[src/rtl/piso_serializer_if.sv]
// Load handshake and serial output bundle for piso_serializer.
// master = word producer / link side, slave = the serializer.
interface piso_serializer_if #(
  parameter int WIDTH = 4
);
  logic             load_valid;
  logic [WIDTH-1:0] load_data;
  logic             load_ready;
  logic             shift_en;
  logic             sout;
  logic             sout_valid;
  logic             frame_start;
  logic             frame_end;
  logic             busy;

  modport master (
    output load_valid, load_data, shift_en,
    input  load_ready, sout, sout_valid, frame_start, frame_end, busy
  );

  modport slave (
    input  load_valid, load_data, shift_en,
    output load_ready, sout, sout_valid, frame_start, frame_end, busy
  );
endinterface

[src/rtl/piso_serializer.sv]
// MSB-first parallel-in serial-out serializer with valid/ready load and bit-rate enable.
// Optional trailing even-parity bit when PISO_PARITY_EN is defined.
module piso_serializer #(
  parameter int WIDTH = 4
) (
  input  logic              clk,
  input  logic              reset,
  piso_serializer_if.slave  bus
);
  localparam int            CW   = $clog2(WIDTH + 1);
  localparam logic [CW-1:0] LAST = CW'(WIDTH - 1);

`ifdef PISO_PARITY_EN
  typedef enum logic [1:0] {IDLE, SHIFT, PARITY} state_t;
`else
  typedef enum logic {IDLE, SHIFT} state_t;
`endif

  state_t           state_reg, state_next;
  logic [WIDTH-1:0] shreg_reg, shreg_next;
  logic [CW-1:0]    cnt_reg, cnt_next;
  logic             sout_reg, sout_next;
  logic             sout_valid_reg, sout_valid_next;
  logic             load_ready_reg, load_ready_next;
  logic             frame_start_reg, frame_start_next;
  logic             frame_end_reg, frame_end_next;

`ifdef PISO_PARITY_EN
  logic             parity_reg, parity_next;
  logic [WIDTH:0]   par_chain;

  assign par_chain[0] = 1'b0;
  genvar gi;
  for (gi = 0; gi < WIDTH; gi++) begin : g_par
    assign par_chain[gi+1] = par_chain[gi] ^ bus.load_data[gi];
  end
`endif

  always_comb begin
    state_next = state_reg;
    shreg_next = shreg_reg;
    cnt_next   = cnt_reg;
`ifdef PISO_PARITY_EN
    parity_next = parity_reg;
`endif
    case (state_reg)
      IDLE: begin
        if (bus.load_valid) begin
          shreg_next = bus.load_data;
          cnt_next   = '0;
          state_next = SHIFT;
`ifdef PISO_PARITY_EN
          parity_next = par_chain[WIDTH];
`endif
        end
      end
      SHIFT: begin
        if (bus.shift_en) begin
          shreg_next = {shreg_reg[WIDTH-2:0], 1'b0};
          cnt_next   = cnt_reg + CW'(1);
          if (cnt_reg == LAST) begin
`ifdef PISO_PARITY_EN
            state_next = PARITY;
`else
            state_next = IDLE;
`endif
          end
        end
      end
`ifdef PISO_PARITY_EN
      PARITY: begin
        if (bus.shift_en) state_next = IDLE;
      end
`endif
      default: state_next = IDLE;
    endcase

    // Outputs are decoded from next-state values and then registered,
    // so nothing on the bus depends combinationally on inputs.
    load_ready_next  = (state_next == IDLE);
    sout_valid_next  = (state_next != IDLE);
    frame_start_next = (state_next == SHIFT) && (cnt_next == '0);
`ifdef PISO_PARITY_EN
    sout_next      = ((state_next == SHIFT) && shreg_next[WIDTH-1]) ||
                     ((state_next == PARITY) && parity_next);
    frame_end_next = (state_next == PARITY);
`else
    sout_next      = (state_next == SHIFT) && shreg_next[WIDTH-1];
    frame_end_next = (state_next == SHIFT) && (cnt_next == LAST);
`endif
  end

  always_ff @(posedge clk or posedge reset) begin
    if (reset) begin
      state_reg       <= IDLE;
      shreg_reg       <= '0;
      cnt_reg         <= '0;
      sout_reg        <= 1'b0;
      sout_valid_reg  <= 1'b0;
      load_ready_reg  <= 1'b1;
      frame_start_reg <= 1'b0;
      frame_end_reg   <= 1'b0;
`ifdef PISO_PARITY_EN
      parity_reg      <= 1'b0;
`endif
    end else begin
      state_reg       <= state_next;
      shreg_reg       <= shreg_next;
      cnt_reg         <= cnt_next;
      sout_reg        <= sout_next;
      sout_valid_reg  <= sout_valid_next;
      load_ready_reg  <= load_ready_next;
      frame_start_reg <= frame_start_next;
      frame_end_reg   <= frame_end_next;
`ifdef PISO_PARITY_EN
      parity_reg      <= parity_next;
`endif
    end
  end

  assign bus.load_ready  = load_ready_reg;
  assign bus.busy        = ~load_ready_reg;
  assign bus.sout        = sout_reg;
  assign bus.sout_valid  = sout_valid_reg;
  assign bus.frame_start = frame_start_reg;
  assign bus.frame_end   = frame_end_reg;
endmodule

[src/flat_wrapper.sv]
// flat-port wrapper written by rule: the top's interface ports become plain ports
module piso_serializer_flat 
#(
  parameter int WIDTH = 4
)
  (clk, reset, bus_load_valid, bus_load_data, bus_shift_en, bus_load_ready, bus_sout, bus_sout_valid, bus_frame_start, bus_frame_end, bus_busy);
  piso_serializer_if #(.WIDTH(WIDTH)) bus_i ();
  input  logic clk;
  input  logic reset;
  input wire logic [$bits(bus_i.load_valid)-1:0] bus_load_valid;
  input wire logic [$bits(bus_i.load_data)-1:0] bus_load_data;
  input wire logic [$bits(bus_i.shift_en)-1:0] bus_shift_en;
  output wire logic [$bits(bus_i.load_ready)-1:0] bus_load_ready;
  output wire logic [$bits(bus_i.sout)-1:0] bus_sout;
  output wire logic [$bits(bus_i.sout_valid)-1:0] bus_sout_valid;
  output wire logic [$bits(bus_i.frame_start)-1:0] bus_frame_start;
  output wire logic [$bits(bus_i.frame_end)-1:0] bus_frame_end;
  output wire logic [$bits(bus_i.busy)-1:0] bus_busy;
  assign bus_i.load_valid = bus_load_valid;
  assign bus_i.load_data = bus_load_data;
  assign bus_i.shift_en = bus_shift_en;
  assign bus_load_ready = bus_i.load_ready;
  assign bus_sout = bus_i.sout;
  assign bus_sout_valid = bus_i.sout_valid;
  assign bus_frame_start = bus_i.frame_start;
  assign bus_frame_end = bus_i.frame_end;
  assign bus_busy = bus_i.busy;
  piso_serializer #(.WIDTH(WIDTH)) u_core (.clk(clk), .reset(reset), .bus(bus_i));
endmodule
[config.mk]
export PLATFORM = sky130hd
export DESIGN_NAME = piso_serializer_flat
export DESIGN_NICKNAME = d
export VERILOG_FILES = /design/src/rtl/piso_serializer_if.sv /design/src/rtl/piso_serializer.sv /design/src/flat_wrapper.sv
export SDC_FILE = /design/constraint.sdc
export NUM_CORES = 1
export LEC_CHECK = 0
export BUFFER_PORTS_ARGS = -buffer_cell sky130_fd_sc_hd__buf_2
export CORE_AREA = 2 2 39 41
export CTS_CLUSTER_DIAMETER = 150
export DETAILED_ROUTE_END_ITERATION = 8
export DIE_AREA = 0 0 41 43
export PLACE_DENSITY = 0.7
export SLEW_MARGIN = 20
export SYNTH_ARGS = -nofsm -noshare
export SYNTH_HDL_FRONTEND = slang
export SYNTH_SLANG_ARGS = --single-unit
export TNS_END_PERCENT = 30
[constraint.sdc]
create_clock -name clk -period 1.9 [get_ports clk]
set_input_delay 0.095 -clock clk [delete_from_list [all_inputs] [get_ports clk]]
set_output_delay 0.095 -clock clk [all_outputs]
set_load 0.02 [all_outputs]
==> key figures <==
Cells and area
  – Commonest non-fill, non-tap cell in the layout: buf_2
  – Most frequent cells in the layout: buf_2 (13), dfrtp_1 (11), inv_1 (5)
  – Number of flip-flops in the largest register: 4
  – Multi-input gate area: roughly 270 µm²
  – Reg area: 301.5 µm²
  – Layout cells sized above 1: 0.2740
  – Number of diodes: 0
  – Filler instances: 140
  – Post-Layout Cell Count: 89
  – Post-layout util: 0.5226
  – Fin nets: 84
  – Area growth syn-to-layout: 16.77%
  – Final instance area: 723.2 µm²

Die
  – FP Rows: 14
  – Core area: between 1000 and 1500 µm²
  – Die X: between 40 and 50 µm
  – Initial core utilization: 0.4476
  – IO Count: 14
  – Die height: about 43 µm
  – Die area: 1763 µm²

Global routing
  – Global Route Usage Sum: 0.1636
  – First-pass GRT wire length: 1932 µm
  – Largest net degree at the start of global routing: 19
  – Initial antenna violation count: 0
  – Number of global-route vias before repair: 485
  – Grt ovf: 0

Clock tree
  – Postcts setup bufs: 0
  – Hold_buf cts: 1
  – Num CTS Buffers: 3
  – H-tree levels: 1
  – Root Driver: clkbuf_4
  – Clk buf depth: 2
  – Reg clk slew, reported paths: approximately 0.08 ns
  – Clk Latency, worst-skew pair: 0.27 ns
  – Post-cts resize count: 0
  – CTS tree: done
  – CTS Sinks: 12

STA
  – Max Clk Rate: 613.8 MHz
  – Relative slew slack: 0.6308
  – RSZ-0062 raised after global routing: no
  – Final worst-path cycle share: 0.8575
  – Slew Limit Fails: 0
  – Final setup violation count: 0
  – Tightest Pin Transition: 0.5538 ns
  – Clock skew: 0.008273 ns
  – Fin crit period: roughly 1.6 ns
  – Setup TNS: 0 ns
  – Final hold violation count: 0

Power and ir drop
  – Leakage: 0.3646 nW
  – Clock Power Share: 0.198
  – VDD IR max: approximately 600 µV
  – Power share of the sequential group: 0.422
  – Combinational Power Share: 0.379
  – Sw Pwr: roughly 380 µW
  – Internal: 652.2 µW
  – Sw Share: 0.3663
  – Pwr dens: 1423 nW/µm²
  – Total power: 1.029 mW

Critical path
  – Crit-path slowest cell: dfrtp_1
  – Worst path top cell family by delay: adder cells
  – Crit path kind: reg -> reg
  – Buf/Inv on CP: 0
  – CP Data Required Time: 2.10 ns
  – CP startpoint kind: flop
  – Critical path endpoint category: flop
  – Most used cell, CP: ha_1
  – Critical Path Fanout Max: 7
  – CP peak stage delay: about 0.45 ns
  – CP cell instances: ha_1, ha_1, nand3b_1, or3b_1, a21oi_1
  – Data arrival time of the critical path: 1.83 ns

Synth
  – Mapped Cells: 59
  – Syn avg cell area: 10.50 µm²
  – Post-Syn Area: 619.3 µm²
  – Ys Warns: 0
  – Netlist cell types: 25
  – Syn_nets: 69
  – Flops & latches, synth: 12
  – Sequential element share of the synthesized area: 0.4869

Place
  – Routability cong.: 0.7234
  – Dpl hpwl: 796.1 µm
  – Port bufs: 13
  – Dpl cells: 84
  – Area after DPL: 676.9 µm²

Detailed routing
  – Via-to-Cell Ratio: 5.337
  – Mean routed wirelength per cell: about 13 µm
  – DRC: 0
  – Antenna viol nets, final: 0
  – Routed WL: roughly 1100 µm
  – Initial drt markers: 5
  – Via Count: 475
  – Pre-antenna DRT Iters: 3

Flow run
  – Max-cap violation count: 0

Worst hold path
  – Worst min-delay path category: in -> reg

Run status
  – Status: finished clean
-- area by class of cell --
type | instances | share of cell area
inverters | 5 | 0.02595
well taps | 16 | 0.02768
flip-flops and latches | 12 | 0.4170
clock buffers | 4 | 0.05017
repair buffers | 14 | 0.1038
multi-input cells | 38 | 0.3754
-- cells in the mapped netlist --
cell,count,area share
nand2_1,2,0.012
mux2i_1,4,0.065
a211oi_2,1,0.020
buf_4,3,0.036
xor2_1,1,0.014
and4b_1,1,0.016
dfrtp_1,11,0.44
o21ai_0,2,0.016
nor2b_1,2,0.020
a22o_1,1,0.014
a31o_2,1,0.014
nor3_1,2,0.016
nand2b_1,1,0.010
a21oi_1,4,0.032
or3b_1,1,0.014
inv_1,5,0.030
nand3b_1,2,0.024
a32o_1,1,0.016
nor3b_1,1,0.012
a211oi_1,3,0.036
buf_2,1,0.0081
dfstp_2,1,0.042
nand3_1,4,0.032
ha_1,2,0.040
nor2_1,2,0.012
-- metal layers --
layer	GRT usage	vias up	wire length, µm
met5	0	-	0
met4	0.06000	0	0
met3	0.04712	0	38
met2	0.2656	7	553
met1	0.1945	229	544
li1	-	239	-
-- worst min-delay path, stage by stage --
cell and delay (ns):
buf_2 0.08, nand3_1 0.07, nand3_1 0.08
-- per-stage QoR --
stage | setup slack, ns | hold slack [ns]
floorplan | 0.4002 | -0.04102
global placement | 0.3567 | 0.1251
detailed placement | 0.2777 | 0.1299
CTS | 0.2638 | 0.08314
global route | 0.1358 | 0.1061
finish | 0.2708 | 0.08609
-- cells by family (layout without fill, tap and decap cells) --
kind of cell               after synthesis  in the layout  share of synthesized area
and+or+nand+nor                         18             18                     0.1697
xor gates and xnor gates                 1              1                    0.01414
AOI/OAI and AO/OA                       13             13                     0.1495
buffers and inverters                    9             23                    0.07474
adders and majority gates                2              2                    0.04040
muxes                                    4              4                    0.06465
DFF                                     12             12                     0.4869
-- power by group through the flow --
stage                     Combinational (mW)  Sequential [mW]  Clock, mW
after floorplan                        0.288            0.448          0
after global placement                 0.379            0.436          0
after detailed placement               0.396            0.439          0
after CTS                              0.398            0.433      0.209
after global routing                   0.443            0.452      0.223
final                                  0.391            0.435      0.204
-- path summary, 6_finish.rpt --
| path | startpoint | end | slack, ns | cells past startpoint |
|---|---|---|---|---|
| max | u_core.cnt_reg[0] | u_core.bus.frame_end | 0.27 | 5 |
| min | bus_load_data[1] | u_core.shreg_reg[1] | 0.09 | 3 |
| max reg2reg | u_core.cnt_reg[0] | u_core.bus.frame_end | 0.27 | 5 |
| min reg2reg | u_core.shreg_reg[1] | u_core.shreg_reg[1] | 0.51 | 2 |
| max in group asynchronous | reset | u_core.bus.load_ready | 1.17 | 3 |
| min in group asynchronous | reset | u_core.bus.frame_end | 0.37 | 3 |
No activity file was read; power rests on OpenSTA's default activity.
